File: src/rtl/regfile_write_demux.sv
// regfile_write_demux
//   Write side of the 32-entry integer register file. The write-back address is
//   decoded one-hot and steers i_rd_data into exactly one of x1..x31. x0 is
//   not stored and always reads as zero. All registers are exported as one flat
//   bus for the read-port mux trees.
//
//   Optional feature, enabled by defining REGFILE_SCOREBOARD_EN: a per-register
//   busy scoreboard. Issue sets a destination pending, and write-back clears it.
//
// Parameters
//   DATA_W     width of each architectural register
//   RESET_VAL  reset value of x1..x31
//
// Ports
//   i_clk        clock, rising edge
//   i_rst_n      asynchronous active-low reset
//   i_rd_wren    write-back enable
//   i_rd_addr    destination register index
//   i_rd_data    write-back data
//   o_wr_onehot  combinational gated decode of i_rd_addr (bit 0 always 0)
//   o_regs       flat register image, register k at [DATA_W*k +: DATA_W]
//   i_sb_set     (scoreboard) mark i_sb_addr pending
//   i_sb_addr    (scoreboard) index to mark pending
//   o_sb_busy    (scoreboard) per-register pending flags (bit 0 always 0)

// Storage cell for one architectural register.
module regfile_reg #(
   parameter int                DATA_W    = 32,
   parameter logic [DATA_W-1:0] RESET_VAL = '0
) (
   input  logic              i_clk,
   input  logic              i_rst_n,
   input  logic              i_wen,
   input  logic [DATA_W-1:0] i_d,
   output logic [DATA_W-1:0] o_q
);
   always_ff @(posedge i_clk or negedge i_rst_n) begin
      if (!i_rst_n)   o_q <= RESET_VAL;
      else if (i_wen) o_q <= i_d;
   end
endmodule

module regfile_write_demux #(
   parameter int                DATA_W    = 32,
   parameter logic [DATA_W-1:0] RESET_VAL = '0
) (
   input  logic                 i_clk,
   input  logic                 i_rst_n,
   input  logic                 i_rd_wren,
   input  logic [4:0]           i_rd_addr,
   input  logic [DATA_W-1:0]    i_rd_data,
   output logic [31:0]          o_wr_onehot,
`ifdef REGFILE_SCOREBOARD_EN
   input  logic                 i_sb_set,
   input  logic [4:0]           i_sb_addr,
   output logic [31:0]          o_sb_busy,
`endif
   output logic [32*DATA_W-1:0] o_regs
);
   logic [31:0][DATA_W-1:0] regs;

   // Bit 0 is never set, so x0 writes are dropped at the decode.
   always_comb begin
      o_wr_onehot = '0;
      for (int k = 1; k < 32; k++)
         o_wr_onehot[k] = i_rd_wren && (i_rd_addr == k[4:0]);
   end

   assign regs[0] = '0;

   for (genvar k = 1; k < 32; k++) begin : g_reg
      regfile_reg #(.DATA_W(DATA_W), .RESET_VAL(RESET_VAL)) u_reg (
         .i_clk   (i_clk),
         .i_rst_n (i_rst_n),
         .i_wen   (o_wr_onehot[k]),
         .i_d     (i_rd_data),
         .o_q     (regs[k])
      );
   end

   assign o_regs = regs;

`ifdef REGFILE_SCOREBOARD_EN
   logic [31:0] sb_set_onehot;

   always_comb begin
      sb_set_onehot = '0;
      for (int k = 1; k < 32; k++)
         sb_set_onehot[k] = i_sb_set && (i_sb_addr == k[4:0]);
   end

   // A set takes priority over a clear on the same register: the new producer
   // issued this cycle is still in flight after the old one retires.
   always_ff @(posedge i_clk or negedge i_rst_n) begin
      if (!i_rst_n) o_sb_busy <= '0;
      else          o_sb_busy <= sb_set_onehot | (o_sb_busy & ~o_wr_onehot);
   end
`endif

endmodule
File: config.mk
export PLATFORM = sky130hd
export DESIGN_NAME = regfile_write_demux
export DESIGN_NICKNAME = d
export VERILOG_FILES = /design/src/rtl/regfile_write_demux.sv
export SDC_FILE = /design/constraint.sdc
export NUM_CORES = 1
export LEC_CHECK = 0
export ABC_AREA = 1
export CAP_MARGIN = 20
export CORE_AREA = 3 3 423 425
export CTS_BUF_LIST = sky130_fd_sc_hd__clkbuf_16
export DETAILED_ROUTE_END_ITERATION = 12
export DIE_AREA = 0 0 426 428
export GPL_TIMING_DRIVEN = 0
export PLACE_DENSITY = 0.45
export SLEW_MARGIN = 20
export SYNTH_ARGS = -nofsm -noshare
export SYNTH_HDL_FRONTEND = slang
export SYNTH_SLANG_ARGS = --single-unit
File: constraint.sdc
create_clock -name i_clk -period 1.4 [get_ports i_clk]
set_input_delay 0.21 -clock i_clk [delete_from_list [all_inputs] [get_ports i_clk]]
set_output_delay 0.21 -clock i_clk [all_outputs]
set_load 0.05 [all_outputs]
# After elaboration in Yosys (flattened, before gate mapping)
# Index checks and enable logic that the tools add are counted.
[word_totals]
elab_cells = 93
reg_bits = 992
output_inout_bits = 1056
[op_classes]
n_reduce_logical = 31
eq_ne = 31
[op_table]
columns = ["cell", "n"]
rows = [
  ["$eq 5x5->1 const B", 16],
  ["$eq 5x4->1 const B", 8],
  ["$logic_and 1x1->1", 31],
  ["$eq 5x3->1 const B", 4],
  ["$eq 5x2->1 const B", 2],
  ["$eq 5x1->1 const B", 1],
]

# Longest topological paths before layout
# Gate-level depths: netlist (run 1).
[logic_depth]
depth_word = 2
ltp_mapped = 7

# Modules after synthesis
# From an unflattened synthesis (run 1), not the netlist that was laid out.
[unflattened]
hier_cells = 4316
area_unflattened_um2 = 40587.7
[by_module_without_submodules]
columns = ["module", "seq_area_each_um2", "instances", "area_each_um2", "cells_per_inst"]
rows = [
  ["regfile_reg", 800.8, 31, 1292.5, 136],
  ["regfile_write_demux", 0.0, 1, 520.5, 100],
]

# Worst setup path before layout (run 1)
# Ideal clock, no wire load.
[synth_timing]
path_kind = "in2out"
start = "input port i_rd_wren"
end = "output port o_wr_onehot[12]"
path_stages = 7
setup_slack_ns = -0.086
arrival_ns = 1.276
path_cell_list = "inv_1 > nor2_2 > buf_2 > nand3_1 > clkbuf_1 > inv_1 > buf_4"
[synth_between]
elab_chain_len = 1
[synth_rtl]
columns = ["item", "line_no", "rtl"]
rows = [
  ["from (decl)", "49", "input logic i_rd_wren,"],
  ["$logic_and 1x1->1", "66", "o_wr_onehot[k] = i_rd_wren && (i_rd_addr == k[4:0]);"],
  ["to (decl)", "52", "output logic [31:0] o_wr_onehot,"],
]
# Every way passes these cells.

# Final worst setup path (run 1)
[layout_timing]
start = "register g_reg[27].u_reg.o_q[8]"
end = "output port o_regs[872]"
[layout_rtl]
columns = ["item", "line_no", "rtl"]
rows = [
  ["from (decl)", "35", "output logic [DATA_W-1:0] o_q"],
  ["from (signal assigned)", "39", "else if (i_wen) o_q <= i_d;"],
  ["to (decl)", "58", "output logic [32*DATA_W-1:0] o_regs"],
]
# No word-level cell between the ends.

==> impl_metrics.py, run 1 <==
metrics = {
    "detailed_routing": {
        "drtIter0Drc": 3741,
        "wl_per_cell_um": 29.25,
        "wl_met2_mm": 122.6,
        "drt-met1-wl_mm": 98.57,
        "top_layer": "met4",
        "dr.pass1.iters": 5,
        "routed_wl_mm": 253.3,
        "wl_met3_mm": 18.50,
        "viasPerCell": 4.668,
        "drc_errors": 0,
        "ant_nets": 0,
        "vias": 40422,
    },
    "timing": {
        "report.final.slew_viol_count": 0,
        "clock_skew_ns": 0,
        "grt_setup_unrepaired": "true",
        "fmax_mhz": 590.2,
        "relSlewSlack": 0.1959,
        "worst_slack_ns": -0.2943,
        "whs_ns": -0.4230,
        "period_share": 1.210,
        "timing.final.crit_period_ns": 1.694,
        "tightest_slew_ns": 1.206,
        "finalSetupViolations": 1306,
        "hold_viol": 235,
        "tns_ns": -156.24,
    },
    "yosys": {
        "synth_compound_area_frac": 0,
        "synth_top_cell_area_share": 0.6167,
        "synth-seq-cells": 992,
        "synth_top_area_cell": "dfrtp_1",
        "yosys-top-cells-count": "1995 x nand2_1, 992 x dfrtp_1, 861 x nand3_1",
        "yosysSeqAreaShare": 0.6167,
        "yosys.area_share.adder": 0,
        "syn-mean-instance-area_um2": 8.851,
        "synthMuxAreaShare": 0,
        "synth.area.top_cells": "dfrtp_1 62%, nand2_1 19%, nand3_1 11%, buf_2 2.9%, nand4_1 2.5%",
        "synth-edff-count": 0,
        "synth_top_family_by_area": "simple AND/OR/NAND/NOR gates",
        "synth_cells": 4548,
        "mappedNetlistArea_mm2": 0.04025,
        "synthSimpleGateAreaFrac": 0.3206,
        "synthFlopType": "dfrtp_1",
        "synthDistinctLibCells": 12,
        "synth.most_common_cell": "nand2_1",
        "synthXorXnorAreaFrac": 0,
        "yosys_warnings": 0,
        "synthArstFlopShare": 1.000,
    },
    "cells_and_area": {
        "top_register": "g.u_reg.o_q",
        "syn_to_final_growth_pct": 59.76,
        "drive_gt1_frac": 0.3375,
        "instances_no_fill": 8660,
        "top_regs": "g.u_reg.o_q: 992 flops",
        "largest_register_ffs": 992,
        "utilization": 0.3660,
        "nFillCells": 18195,
        "nets": 6249,
    },
    "power_and_ir_drop": {
        "power.total_mw": 114.9,
        "swShare": 0.4276,
        "total_leakage_power_nw": 34.37,
        "pwr-share-comb": 0.403,
        "pwr_density_cell_mw_per_mm2": 1787,
        "power_frac_clock": 0.262,
        "power.internal_mw": 65.77,
        "p_sw_mw": 49.14,
        "ir_worst_vdd_mv": 1.009,
        "pwr-share-seq": 0.335,
    },
    "hold_path": {
        "hp-class": "in2async",
    },
    "place": {
        "dp.final_hpwl_mm": 178.9,
        "post-place-cells": 7993,
        "io_buffers": 1062,
        "gp_congestion": 0.8984,
    },
    "clock_tree": {
        "numCtsBuffers": 119,
        "cts.sinks": 992,
        "cts_max_level": 3,
        "clk_pin_slew_ns": 0.06,
        "cts-root-buf": "clkbuf_16",
        "cts_tree": "built",
        "clock_latency_ns": 0.77,
        "cts_buffer_depth": 3,
    },
    "worst_setup_path": {
        "start_kind": "register",
        "crit_buf_inv": 1,
        "r2r_start": "g_reg[27].u_reg.o_q[8]",
        "startpoint": "g_reg[27].u_reg.o_q[8]",
        "cp-end-kind": "output port",
        "path_cells": "buf_6",
        "arrival_ns": 1.48,
        "critPathSlowestCell": "dfrtp_2",
        "cp.required_ns": 1.19,
        "crit_family": "flip-flops",
        "crit_fanout": 2,
        "crit_type": "reg2out",
        "slowest_delay_ns": 0.49,
    },
    "outcome": {
        "failed_checks": "hold timing, setup timing",
        "status": "finished with violations",
    },
    "global_route": {
        "grt_pass1_vias": 38354,
        "grt_first_pass_wirelength_mm": 336.7,
        "antenna_found_initial": 28,
        "grt_max_degree": 131,
        "grt-ovfl-total": 0,
        "grt_usage": 0.2672,
    },
    "floorplan": {
        "start_util": 0.2291,
        "dieArea_mm2": 0.1823,
        "fp.dieH_um": 428,
        "rows": 154,
        "core_mm2": 0.1757,
        "ios": 1096,
        "dieWidth_um": 426,
    },
    "flow_run": {
        "maxCapViolCount": 0,
    },
}
power groups by stage:
stage	sequential, mW	combinational, mW	clock [mW]
floorplan	56.0	5.37	0
global route	39.0	48.0	31.8
detailed placement	37.8	41.7	0
global placement	38.0	41.1	0
CTS	37.8	42.0	30.8
finish	38.5	46.3	30.1
cells in the final DEF (no fill, tap or decap), types with 22 or more instances in the layout:
master	Yosys	layout
buf_12	0	39
buf_2	236	205
buf_4	74	482
buf_6	0	982
buf_8	0	51
clkbuf_1	168	90
clkbuf_16	0	129
clkbuf_2	0	68
clkdlybuf4s50_1	0	28
clkinv_1	0	31
clkinv_2	0	24
conb_1	1	33
dfrtp_1	992	970
dfrtp_2	0	22
inv_1	39	33
nand2_1	1995	1990
nand3_1	861	832
nand3_4	0	29
nand4_1	160	160
path summary, 6_finish.rpt:
| check | slack [ns] | depth (start not counted) | end |
|---|---|---|---|
| max in group asynchronous | -0.05 | 8 | g_reg[13].u_reg.o_q[1] |
| worst min-delay path | -0.42 | 4 | g_reg[4].u_reg.o_q[25] |
| worst max register to register | 0.53 | 3 | g_reg[27].u_reg.o_q[8] |
| worst min register to register | 0.49 | 2 | g_reg[6].u_reg.o_q[27] |
| worst max-delay path | -0.29 | 1 | o_regs[872] |
| min in group i_clk | 0.07 | 3 | g_reg[28].u_reg.o_q[24] |
kinds of logic after synthesis:
| logic type | Yosys count |
|---|---|
| flops | 992 |
| simple gates | 3036 |
| buf+inv | 519 |
| other cells | 1 |
routing by layer:
layer,GRT usage,vias to the layer above
li1,-,17889
met1,0.3253,20343
met2,0.4527,1739
met3,0.05879,451
met4,0.1138,0
met5,0,-
layout make-up:
cell class	instances	area [µm²]	area share
sequential	992	24850	0.3864
timing repair buffer	1557	16700	0.2596
multi-input combinational	3069	13580	0.2112
clock buffer	119	2978	0.04630
tap	2340	2928	0.04553
buffer	431	2381	0.03702
clock inverter	104	664.4	0.01033
inverter	39	207.7	0.003230
antenna	9	22.52	0.0003502
stage by stage:
step / instance area, µm² / hold WS [ns] / setup WS, ns
after floorplan: 40390 / -0.08559 / 0.002611
after global placement: 53950 / 0.4533 / -49.59
after detailed placement: 54330 / 0.08237 / -3.231
after CTS: 61350 / -0.8048 / -0.5657
after global routing: 64300 / -0.4455 / -0.3222
final: 64310 / -0.4230 / -0.2943
timing repair:
item / CTS / global route
setup buffers: 188 / 279
endpoints found under the setup margin: 2322 / 2002
cloned: 4 / 6
endpoints found under the hold margin: 250 / 235
hold buffers: 6 / 3
pin swaps: 32 / 11
resized for setup: 4491 / 3453
Note: power is estimated with default switching activity, not from simulation.
==> run 2: changes to the inputs <==
--- a/config.mk
+++ b/config.mk
@@ -6,6 +6,7 @@
 export NUM_CORES = 1
 export LEC_CHECK = 0
 export ABC_AREA = 1
+export ABC_CLOCK_PERIOD_IN_PS = 1400
 export CAP_MARGIN = 20
 export CORE_AREA = 3 3 423 425
 export CTS_BUF_LIST = sky130_fd_sc_hd__clkbuf_16
@@ -13,6 +14,7 @@
 export DIE_AREA = 0 0 426 428
 export GPL_TIMING_DRIVEN = 0
 export PLACE_DENSITY = 0.45
+export RECOVER_POWER = 50
 export SLEW_MARGIN = 20
 export SYNTH_ARGS = -nofsm -noshare
 export SYNTH_HDL_FRONTEND = slang
==> run 2 against run 1 <==
Net effect:
- the run still ends with hold timing, setup timing left
- largest cell class unchanged
- cell area is 0.35% lower
- final cell count hardly changed
- routed wire length hardly changed
- via count hardly changed
- flip-flop and latch count stayed put
- register-to-register slack hardly changed
- sequential power hardly changed
- clock-buffer cell count stayed put
- clock skew stayed put
- worst setup slack worse by 0.0049 ns
- highest routed layer unchanged
- critical endpoint unchanged
- maximum frequency is 0.29% lower
- clock power hardly changed
==> impl_metrics.py, run 2 (synthesis gave the netlist of run 1 again) <==
metrics = {
    "flow_run": {
        "maxCapViolCount": 0,
    },
    "floorplan": {
        "core_mm2": 0.1757,
        "rows": 154,
        "start_util": 0.2291,
        "ios": 1096,
        "fp.dieH_um": 428,
        "dieWidth_um": 426,
        "dieArea_mm2": 0.1823,
    },
    "timing": {
        "finalSetupViolations": 1668,
        "hold_viol": 134,
        "grt_setup_unrepaired": "true",
        "clock_skew_ns": 0,
        "worst_slack_ns": -0.2992,
        "report.final.slew_viol_count": 0,
        "tightest_slew_ns": 1.265,
        "timing.final.crit_period_ns": 1.699,
        "period_share": 1.214,
        "relSlewSlack": 0.1567,
        "whs_ns": -0.4239,
        "fmax_mhz": 588.5,
    },
    "worst_setup_path": {
        "path_cells": "buf_6",
        "crit_family": "flip-flops",
        "crit_type": "reg2out",
        "cp-end-kind": "output port",
        "startpoint": "g_reg[27].u_reg.o_q[8]",
        "start_kind": "register",
        "critPathSlowestCell": "dfrtp_2",
        "r2r_start": "g_reg[27].u_reg.o_q[8]",
        "slowest_delay_ns": 0.49,
        "crit_buf_inv": 1,
        "crit_fanout": 2,
        "arrival_ns": 1.49,
        "cp.required_ns": 1.19,
    },
    "global_route": {
        "grt_pass1_vias": 38354,
        "grt_max_degree": 131,
        "antenna_found_initial": 30,
        "grt_usage": 0.2672,
        "grt-ovfl-total": 0,
        "grt_first_pass_wirelength_mm": 336.7,
    },
    "cells_and_area": {
        "drive_gt1_frac": 0.3366,
        "final_area_mm2": 0.06409,
        "mostFrequentLayoutCell": "nand2_1",
        "layout_common_cells": "1990 x nand2_1, 981 x buf_6, 970 x dfrtp_1, 832 x nand3_1, 471 x buf_4",
        "instances_no_fill": 8659,
        "top_register": "g.u_reg.o_q",
        "syn_to_final_growth_pct": 59.20,
        "largest_register_ffs": 992,
        "top_regs": "g.u_reg.o_q: 992 flops",
        "nets": 6249,
    },
    "outcome": {
        "status": "finished with violations",
        "failed_checks": "hold timing, setup timing",
    },
    "detailed_routing": {
        "drc_errors": 0,
        "drtIter0Drc": 3727,
        "vias": 40432,
        "ant_nets": 0,
        "routed_wl_mm": 253.4,
        "dr.pass1.iters": 6,
        "wl_per_cell_um": 29.27,
        "viasPerCell": 4.669,
    },
    "place": {
        "post-place-cells": 7993,
        "io_buffers": 1062,
        "gp_congestion": 0.8984,
        "dp.final_hpwl_mm": 178.9,
        "placed_area_mm2": 0.05433,
    },
    "clock_tree": {
        "clk_pin_slew_ns": 0.06,
        "cts_tree": "built",
        "cts_buffer_depth": 3,
        "cts_max_level": 3,
        "numCtsBuffers": 119,
        "cts-root-buf": "clkbuf_16",
        "clock_latency_ns": 0.77,
        "cts.sinks": 992,
    },
    "hold_path": {
        "hp-class": "in2async",
    },
    "power_and_ir_drop": {
        "total_leakage_power_nw": 34.27,
        "ir_worst_vdd_mv": 1.010,
        "pwr_density_cell_mw_per_mm2": 1792,
    },
}
## run 2: cell types whose count changed in the layout (fill, tap and decap cells not counted), sizes merged
cell,delta
clkbuf,+39
clkdlybuf4s50,-6
dlygate4sd3,+6
bufbuf,-1
buf,-38
diode,-1
## run 2: path summary, 6_finish.rpt
| kind | to | slack (ns) | depth (start not counted) |
|---|---|---|---|
| setup / recovery | o_regs[872] | -0.30 | 1 |
| hold / removal | g_reg[4].u_reg.o_q[25] | -0.42 | 4 |
| setup reg to reg | g_reg[27].u_reg.o_q[8] | 0.52 | 3 |
| hold reg to reg | g_reg[6].u_reg.o_q[27] | 0.49 | 2 |
| max in group asynchronous | g_reg[13].u_reg.o_q[24] | -0.07 | 8 |
| min in group i_clk | g_reg[28].u_reg.o_q[24] | 0.07 | 3 |
## run 2: stage by stage
step                      worst slack [ns]  setup TNS (ns)  hold WS (ns)  utilization  power, mW
after floorplan                   0.002611               0      -0.08559            -      61.41
after global placement              -49.59               -        0.4533       0.3070      79.10
after detailed placement            -3.231        -2198.51       0.08237       0.3092      79.52
after CTS                          -0.5657         -557.21       -0.8048       0.3491      110.6
after global routing               -0.3222         -304.14       -0.4498       0.3646      118.7
final                              -0.2992         -183.44       -0.4239       0.3647      114.8
## run 2: cell type report
cell class | count | area [µm²]
clock buffers | 119 | 2978
clock inverters | 104 | 664.4
flip-flops and latches | 992 | 24850
diodes | 8 | 20.02
plain buffers | 431 | 2340
multi-input cells | 3069 | 13580
inverters | 39 | 207.7
well taps | 2340 | 2928
fillers | 18219 | 111600
repair buffers | 1557 | 16510
## run 2: what timing repair did
action | in CTS | in global routing
pin swaps | 32 | 11
endpoints found under the hold margin | 250 | 235
hold buffers | 6 | 3
setup buffers | 188 | 279
resized for setup | 4491 | 3453
setup endpoints to repair | 2322 | 2002
gates cloned | 4 | 6
## run 2: per-layer routing
| metal | part of all wire | up-vias | global-route usage | wire length, µm |
|---|---|---|---|---|
| met5 | 0 | - | 0 | 0 |
| met4 | 0.055 | 0 | 0.1138 | 13900 |
| met3 | 0.074 | 446 | 0.05879 | 18790 |
| met2 | 0.48 | 1781 | 0.4527 | 122400 |
| met1 | 0.39 | 20311 | 0.3253 | 98320 |
| li1 | - | 17894 | - | - |
## run 2: where the power goes
group | total (mW) | switching, mW | internal, mW
Combinational | 46.2 | 31.1 | 15.2
Clock | 30.0 | 13.6 | 16.5
Sequential | 38.5 | 4.49 | 34.0
Total | 115 | 49.1 | 65.7
